`config.mk`:
```
export PLATFORM = sky130hd
export DESIGN_NAME = demux_channel_scheduler_flat
export DESIGN_NICKNAME = d
export VERILOG_FILES = /design/src/rtl/demux_channel_scheduler_if.sv /design/src/rtl/demux_channel_scheduler.sv /design/src/flat_wrapper.sv
export SDC_FILE = /design/constraint.sdc
export NUM_CORES = 1
export LEC_CHECK = 0
export ABC_AREA = 1
export ABC_CLOCK_PERIOD_IN_PS = 2100
export CELL_PAD_IN_SITES_DETAIL_PLACEMENT = 1
export CELL_PAD_IN_SITES_GLOBAL_PLACEMENT = 2
export CORE_ASPECT_RATIO = 0.6
export CORE_MARGIN = 1
export CORE_UTILIZATION = 34
export CTS_CLUSTER_DIAMETER = 200
export DETAILED_ROUTE_END_ITERATION = 8
export DONT_BUFFER_PORTS = 1
export PLACE_DENSITY = 0.87
export REMOVE_ABC_BUFFERS = 1
export SYNTH_ARGS = -nofsm -noshare
export SYNTH_HDL_FRONTEND = slang
export SYNTH_SLANG_ARGS = --single-unit
```
`constraint.sdc`:
```
create_clock -name clk -period 2.1 [get_ports clk]
set_input_delay 0.63 -clock clk [delete_from_list [all_inputs] [get_ports clk]]
set_output_delay 0.63 -clock clk [all_outputs]
set_load 0.05 [all_outputs]
```
`src/rtl/demux_channel_scheduler_if.sv`:
```
// Control and data signals between the channel scheduler and its controller/demux.
// The scheduler takes the slave side; the host side takes master.
interface demux_channel_scheduler_if;
   logic       start;
   logic       stop;
   logic       cont;
   logic [7:0] ch_mask;
   logic       data_in;
   logic       s0;
   logic       s1;
   logic       s2;
   logic       a;
   logic       route_en;
   logic       busy;
   logic       done;

   modport master (
      output start, stop, cont, ch_mask, data_in,
      input  s0, s1, s2, a, route_en, busy, done
   );

   modport slave (
      input  start, stop, cont, ch_mask, data_in,
      output s0, s1, s2, a, route_en, busy, done
   );
endinterface

```
`src/rtl/demux_channel_scheduler.sv`:
```
// Time-shares a 1:8 demux: visits each enabled channel in ascending order for DWELL
// cycles, with a one-cycle gap (data gated off) whenever the selects move.
module demux_channel_scheduler #(
   parameter int unsigned DWELL = 4,
   parameter int unsigned CNT_W = 8
) (
   input logic                          clk,
   input logic                          rst,
   demux_channel_scheduler_if.slave     bus
);

   typedef enum logic [1:0] {StIdle, StScan, StGap, StDone} state_e;

   state_e             state_q, state_d;
   logic [2:0]         sel_q, sel_d;
   logic [CNT_W-1:0]   cnt_q, cnt_d;
   logic [7:0]         mask_q, mask_d;
   logic               cont_q, cont_d;

   logic [2:0]         lo_in, lo_q, nxt_idx;
   logic               has_next;

   function automatic logic [2:0] lowest(input logic [7:0] m);
      logic [2:0] lo;
      lo = 3'd0;
      for (int i = 7; i >= 0; i--) begin
         if (m[i]) lo = 3'(i);
      end
      return lo;
   endfunction

   always_comb begin
      lo_in    = lowest(bus.ch_mask);
      lo_q     = lowest(mask_q);
      nxt_idx  = sel_q;
      has_next = 1'b0;
      // Descending sweep leaves the smallest enabled index above the current one.
      for (int i = 7; i >= 0; i--) begin
         if (mask_q[i] && (3'(i) > sel_q)) begin
            nxt_idx  = 3'(i);
            has_next = 1'b1;
         end
      end
   end

   always_comb begin
      state_d = state_q;
      sel_d   = sel_q;
      cnt_d   = cnt_q;
      mask_d  = mask_q;
      cont_d  = cont_q;
      unique case (state_q)
         StIdle: begin
            if (bus.start && (bus.ch_mask != 8'h00)) begin
               mask_d  = bus.ch_mask;
               cont_d  = bus.cont;
               sel_d   = lo_in;
               cnt_d   = '0;
               state_d = StScan;
            end
         end
         StScan: begin
            cnt_d = cnt_q + 1'b1;
            if (bus.stop) begin
               state_d = StIdle;
            end else if (cnt_q == CNT_W'(DWELL - 1)) begin
               if (has_next) begin
                  sel_d   = nxt_idx;
                  state_d = StGap;
               end else if (cont_q) begin
                  sel_d   = lo_q;
                  state_d = StGap;
               end else begin
                  state_d = StDone;
               end
            end
         end
         StGap: begin
            cnt_d = '0;
            if (bus.stop) state_d = StIdle;
            else          state_d = StScan;
         end
         StDone: begin
            state_d = StIdle;
         end
         default: state_d = StIdle;
      endcase
   end

   always_ff @(posedge clk) begin
      if (rst) begin
         state_q <= StIdle;
         sel_q   <= 3'd0;
         cnt_q   <= '0;
         mask_q  <= 8'h00;
         cont_q  <= 1'b0;
      end else begin
         state_q <= state_d;
         sel_q   <= sel_d;
         cnt_q   <= cnt_d;
         mask_q  <= mask_d;
         cont_q  <= cont_d;
      end
   end

   assign bus.s0       = sel_q[2];
   assign bus.s1       = sel_q[1];
   assign bus.s2       = sel_q[0];
   assign bus.a        = bus.data_in & (state_q == StScan);
   assign bus.route_en = (state_q == StScan);
   assign bus.busy     = (state_q == StScan) || (state_q == StGap);
   assign bus.done     = (state_q == StDone);

endmodule

```
`src/flat_wrapper.sv`:
```
// flat-port wrapper written by rule: the top's interface ports become plain ports
module demux_channel_scheduler_flat 
#(
   parameter int unsigned DWELL = 4,
   parameter int unsigned CNT_W = 8
)
  (clk, rst, bus_start, bus_stop, bus_cont, bus_ch_mask, bus_data_in, bus_s0, bus_s1, bus_s2, bus_a, bus_route_en, bus_busy, bus_done);
  demux_channel_scheduler_if bus_i ();
  input logic clk;
  input logic rst;
  input wire logic [$bits(bus_i.start)-1:0] bus_start;
  input wire logic [$bits(bus_i.stop)-1:0] bus_stop;
  input wire logic [$bits(bus_i.cont)-1:0] bus_cont;
  input wire logic [$bits(bus_i.ch_mask)-1:0] bus_ch_mask;
  input wire logic [$bits(bus_i.data_in)-1:0] bus_data_in;
  output wire logic [$bits(bus_i.s0)-1:0] bus_s0;
  output wire logic [$bits(bus_i.s1)-1:0] bus_s1;
  output wire logic [$bits(bus_i.s2)-1:0] bus_s2;
  output wire logic [$bits(bus_i.a)-1:0] bus_a;
  output wire logic [$bits(bus_i.route_en)-1:0] bus_route_en;
  output wire logic [$bits(bus_i.busy)-1:0] bus_busy;
  output wire logic [$bits(bus_i.done)-1:0] bus_done;
  assign bus_i.start = bus_start;
  assign bus_i.stop = bus_stop;
  assign bus_i.cont = bus_cont;
  assign bus_i.ch_mask = bus_ch_mask;
  assign bus_i.data_in = bus_data_in;
  assign bus_s0 = bus_i.s0;
  assign bus_s1 = bus_i.s1;
  assign bus_s2 = bus_i.s2;
  assign bus_a = bus_i.a;
  assign bus_route_en = bus_i.route_en;
  assign bus_busy = bus_i.busy;
  assign bus_done = bus_i.done;
  demux_channel_scheduler #(.DWELL(DWELL), .CNT_W(CNT_W)) u_core (.clk(clk), .rst(rst), .bus(bus_i));
endmodule
```
## Word level (Yosys, flattened, before mapping)

Index checks and enable logic that the tools add are counted.

| storage, ports and cells | value |
|---|---|
| register bits after elaboration | 22 |
| input bits | 14 |
| output and inout port bits | 7 |
| word-level logic and storage cells | 90 |

| cells by class | value |
|---|---|
| add/sub/neg operators | 1 |
| $lt $le $gt $ge | 8 |
| equal/unequal tests | 10 |
| mux-type cells | 47 |
| bitwise operators | 1 |
| reductions and logical operators | 18 |

Operators with widths:

| cell | number |
|---|---|
| $mux W3 | 29 |
| $pmux W8 S3 | 1 |
| $gt A3 B3 Y1 const A | 4 |
| $mux W1 | 10 |
| $ne A10 B10 Y1 const B | 1 |
| $logic_and A1 B1 Y1 | 9 |
| $add A8 B1 Y8 const B | 1 |
| $eq A8 B2 Y1 const B | 1 |
| $mux W2 | 4 |
| $mux W8 | 1 |
| $pmux W2 S4 | 1 |
| $reduce_bool A8 Y1 | 1 |
| $gt A1 B3 Y1 const A | 2 |
| $gt A2 B3 Y1 const A | 2 |
| $pmux W3 S2 | 1 |
| $reduce_and A2 Y1 | 3 |
| $reduce_and A6 Y1 | 1 |
| $eq A2 B2 Y1 const B | 2 |
| $ne A2 B1 Y1 const B | 2 |
| $ne A3 B1 Y1 const B | 1 |
| $ne A3 B2 Y1 const B | 1 |
| $reduce_bool A3 Y1 | 1 |
| $eq A2 B1 Y1 const B | 1 |
| $logic_not A2 Y1 | 1 |
| 4 further kinds | 4 |

## Longest topological paths before layout

| depth | value |
|---|---|
| depth in word-level cells | 14 |
| depth in mapped cells | 12 |
| mapped depth without buffers | 12 |

## Worst setup path before layout

Ideal clock, no wire load.

| path | value |
|---|---|
| kind | register to output |
| from | reg u_core.state_q[1] |
| to | out bus_a |
| data arrival time | 1.507 ns |
| data required time | 1.470 ns |
| slack | -0.037 ns |
| cell stages (with the launch flop) | 6 |
| buffers on the path | 1 |
| path through | dfxtp_1 -> inv_1 -> ha_1 -> clkbuf_8 -> nand2_1 -> inv_1 |

| on the way | value |
|---|---|
| cells in the longest elaborated chain, start to end | 2 |

RTL lines:

| what | line | text |
|---|---|---|
| from (decl) | demux_channel_scheduler.sv:14 | `state_e state_q, state_d;` |
| from (signal assigned) | demux_channel_scheduler.sv:92 | `state_q <= StIdle;` |
| from (signal assigned) | demux_channel_scheduler.sv:98 | `state_q <= state_d;` |
| $eq A2 B1 Y1 | - |  |
| net bus_route_en | flat_wrapper.sv:20 | `output wire logic [$bits(bus_i.route_en)-1:0] bus_route_en;` |
| $and A1 B1 Y1 | demux_channel_scheduler.sv:109 | `assign bus.a = bus.data_in & (state_q == StScan);` |
| to (decl) | flat_wrapper.sv:19 | `output wire logic [$bits(bus_i.a)-1:0] bus_a;` |

The timed path passes the listed nets, and every way through them passes these cells.

## Final worst setup path

| path | value |
|---|---|
| from | reg u_core.state_q[1] |
| to | out bus_busy |

| on the way | value |
|---|---|
| cells in the longest elaborated chain, start to end | 2 |
| elaborated cells between the ends (all ways) | 3 |
| classes of those cells | 2 x eq/ne; 1 x reduce/logical |

RTL lines:

| what | line | text |
|---|---|---|
| $eq A2 B1 Y1 / $eq A2 B2 Y1 (equally long branches) | demux_channel_scheduler.sv:111 | `assign bus.busy = (state_q == StScan) \|\| (state_q == StGap);` |
| $logic_or A1 B1 Y1 * | demux_channel_scheduler.sv:111 |  |
| to (decl) | flat_wrapper.sv:21 | `output wire logic [$bits(bus_i.busy)-1:0] bus_busy;` |

Every way passes the cells marked *; elsewhere a longest branch is shown, timed or not.

==> impl_metrics.ini <==
[run_status]
outcome = complete, no violations

[die]
rows = 18
die_w_um = 88.61
coreArea_um2 = 4212
initial_utilization_pct = 36.33
die_area_um2 = 4782
fp.dieH_um = 53.97
num_io_pins = 21

[critical_path]
crit_path_start = u_core.state_q[1]
r2r_setup_slack_ns = 0.37
reg2reg_from = u_core.state_q[1]
crit_arrival_ns = 1.36
required_ns = 1.47
r2r_end = u_core.sel_q[2]
endpoint = bus_busy
worstSetupPathType = reg2out
rr_worst_depth = 11
crit_path_start_kind = register
crit_path_end_kind = output pin
worst-path-max-fanout = 5

[logic_synthesis]
ys_types = 30
synth_top_area_share_pct = 28.78
synth.area.top_cells = dfxtp_1 29%, nand2_1 11%, nor2_1 7.8%
ys_top_cells_by_count = 46 x nand2_1, 32 x nor2_1, 26 x inv_1
synth_top_family_by_area = simple AND/OR/NAND/NOR gates
yosys_warnings = 0
synth_compound_area_share_pct = 15.13
synth_most_common_cell = nand2_1
ys_ff_latch = 22
yosys.area.top_type = dfxtp_1
synth_area_um2 = 1530
async_flop_share_pct = 0
synth_mux_area_share_pct = 0
synth_top_flop_cell = dfxtp_1
yosys.area_share.adder_pct = 4.906
syn_area_per_cell_um2 = 6.624
synth_xor_area_share_pct = 1.145
synthSimpleGateAreaFrac_pct = 39.49
synth_edf_count = 0
yosysSeqAreaShare_pct = 28.78
synthCells = 231

[sta]
fin_crit_ns = 1.989
max-slew-margin-rel_pct = 66.99
fin_crit_sh_pct = 94.71
hold_viol_final = 0
fin_skew_ns = 0.004829
max_freq_mhz = 502.8
rsz0062_at_grt = false
tns_ns = 0
tightestPinTransition_ns = 0.4964
slew_viol_final = 0
setup_violations = 0

[drt]
num_vias = 1466
wl_per_cell_um = 14.84
firstDrtPassIters = 4
via_per_inst = 4.953
drtAntennaViolNets = 0
wirelength_mm = 4.394
drc = 0
first_iter_violations = 63

[clock_tree]
insertion_delay_ns = 0.27
clock-sinks = 22
htree_num_levels = 1
hold_buffers = 0
numCtsBuffers = 3
clockBufferDepth = 2
clk_pin_slew_ns = 0.09
cts_tree = yes
clockRootBuffer = clkbuf_8

[layout]
drive_above_1_share_pct = 16.10
fin_area_um2 = 1677
final_nets = 257
antennaDiodeCount = 0
area.growth.synth_to_final_pct = 9.567
utilization_pct = 39.81

[power_and_ir_drop]
power_mw = 1.336
ir_drop_uv = 401.3
power_leakage_nw = 0.7344
cellPowerDensity_nw_per_um2 = 796.6

[placed_design]
dpl-instance-area_um2 = 1619
gp_congestion = 0.8106
io_buffers = 0
dp.final_hpwl_mm = 3.609

[global_route]
grt_max_degree = 18
grt_use_total_pct = 20.58
grt_overflow = 0
antenna_found_initial = 0
grt_pass1_wl_mm = 7.148
grt_pass1_vias = 1384

[hold_path]
hold_class = in2reg

[run]
cap_violations = 0
## through the flow
stage                     cells  hold WS [ns]  setup slack, ns
after floorplan             226        0.4521         -0.03861
after global placement      292        0.4837           0.2388
after detailed placement    292        0.4870           0.2167
after CTS                   296        0.4120          0.06014
after global routing        296        0.3976          0.04050
final                       296        0.4127           0.1110
## report_power, final
part | internal [mW] | leakage (nW) | switching [mW]
combinational | 0.162 | 0.525 | 0.352
clock | 0.168 | 0.0288 | 0.153
sequential | 0.455 | 0.180 | 0.0459
## area by class of cell
type | count | area, µm²
Sequential cell | 22 | 440.4
Inverter | 31 | 117.6
Clock buffer | 4 | 55.05
Fill cell | 557 | 2535
Multi-Input combinational cell | 173 | 930.9
Timing Repair Buffer | 6 | 57.56
Tap cell | 60 | 75.07
## worst min-delay path by stage
stage | start | end | cells after the start
floorplan | u_core.mask_q[7] | u_core.mask_q[7] | 2
global placement | u_core.mask_q[7] | u_core.mask_q[7] | 2
detailed placement | u_core.mask_q[7] | u_core.mask_q[7] | 2
CTS | rst | u_core.mask_q[6] | 1
global route | rst | u_core.cnt_q[6] | 1
finish | rst | u_core.cnt_q[6] | 1
## what timing repair did
action	4_1_cts	5_1_grt
setup endpoints to repair	0	1
setup buffers	0	0
hold endpoints to repair	0	0
resized for setup	0	1
## critical path, stage by stage, from the launching register on
cell and delay [ns]:
dfxtp_1 0.42, inv_1 0.10, ha_1 0.57
## state kept, by name (all words and copies together), names as in the netlist
name,flops
u_core.mask_q,8
u_core.sel_q,3
u_core.cont_q,1
u_core.cnt_q,8
u_core.state_q,2
## cells by family (layout without fill, tap and decap cells)
| group | count (synthesis) | after routing |
|---|---|---|
| flops | 22 | 22 |
| buf+inv | 36 | 41 |
| fa+ha+maj | 6 | 6 |
| xor+xnor | 2 | 2 |
| compound gates | 43 | 43 |
| simple gates | 122 | 122 |
## metal layers
| metal | GRT usage, % | vias up | share of wire (%) |
|---|---|---|---|
| li1 | - | 750 | - |
| met1 | 34.73 | 682 | 59 |
| met2 | 25.64 | 29 | 35 |
| met3 | 3.834 | 5 | 5.1 |
| met4 | 2.419 | 0 | 0.61 |
| met5 | 0 | - | 0 |
## cells in the final DEF, fill, tap and decap left out
cell,Yosys,routed
nand4_1,3,3
o21ai_1,4,4
a21oi_1,21,21
nand3_2,1,1
nand2_2,9,9
nor2_1,32,32
nand4_4,1,1
ha_1,6,5
o21ai_0,12,12
nor2_2,5,5
clkbuf_8,1,4
a21o_1,1,1
nor3b_1,2,2
buf_4,2,5
nor2_8,2,2
xnor2_1,2,2
ha_2,0,1
nand2_1,46,46
dfxtp_1,22,22
nand3_1,14,14
inv_2,4,4
o21ai_2,1,1
o21bai_1,3,3
or2_2,1,1
nand2_4,2,2
buf_12,0,1
clkinv_2,1,1
nor3_1,4,4
inv_1,26,26
o31ai_1,1,1
No activity file was read; power rests on OpenSTA's default activity.
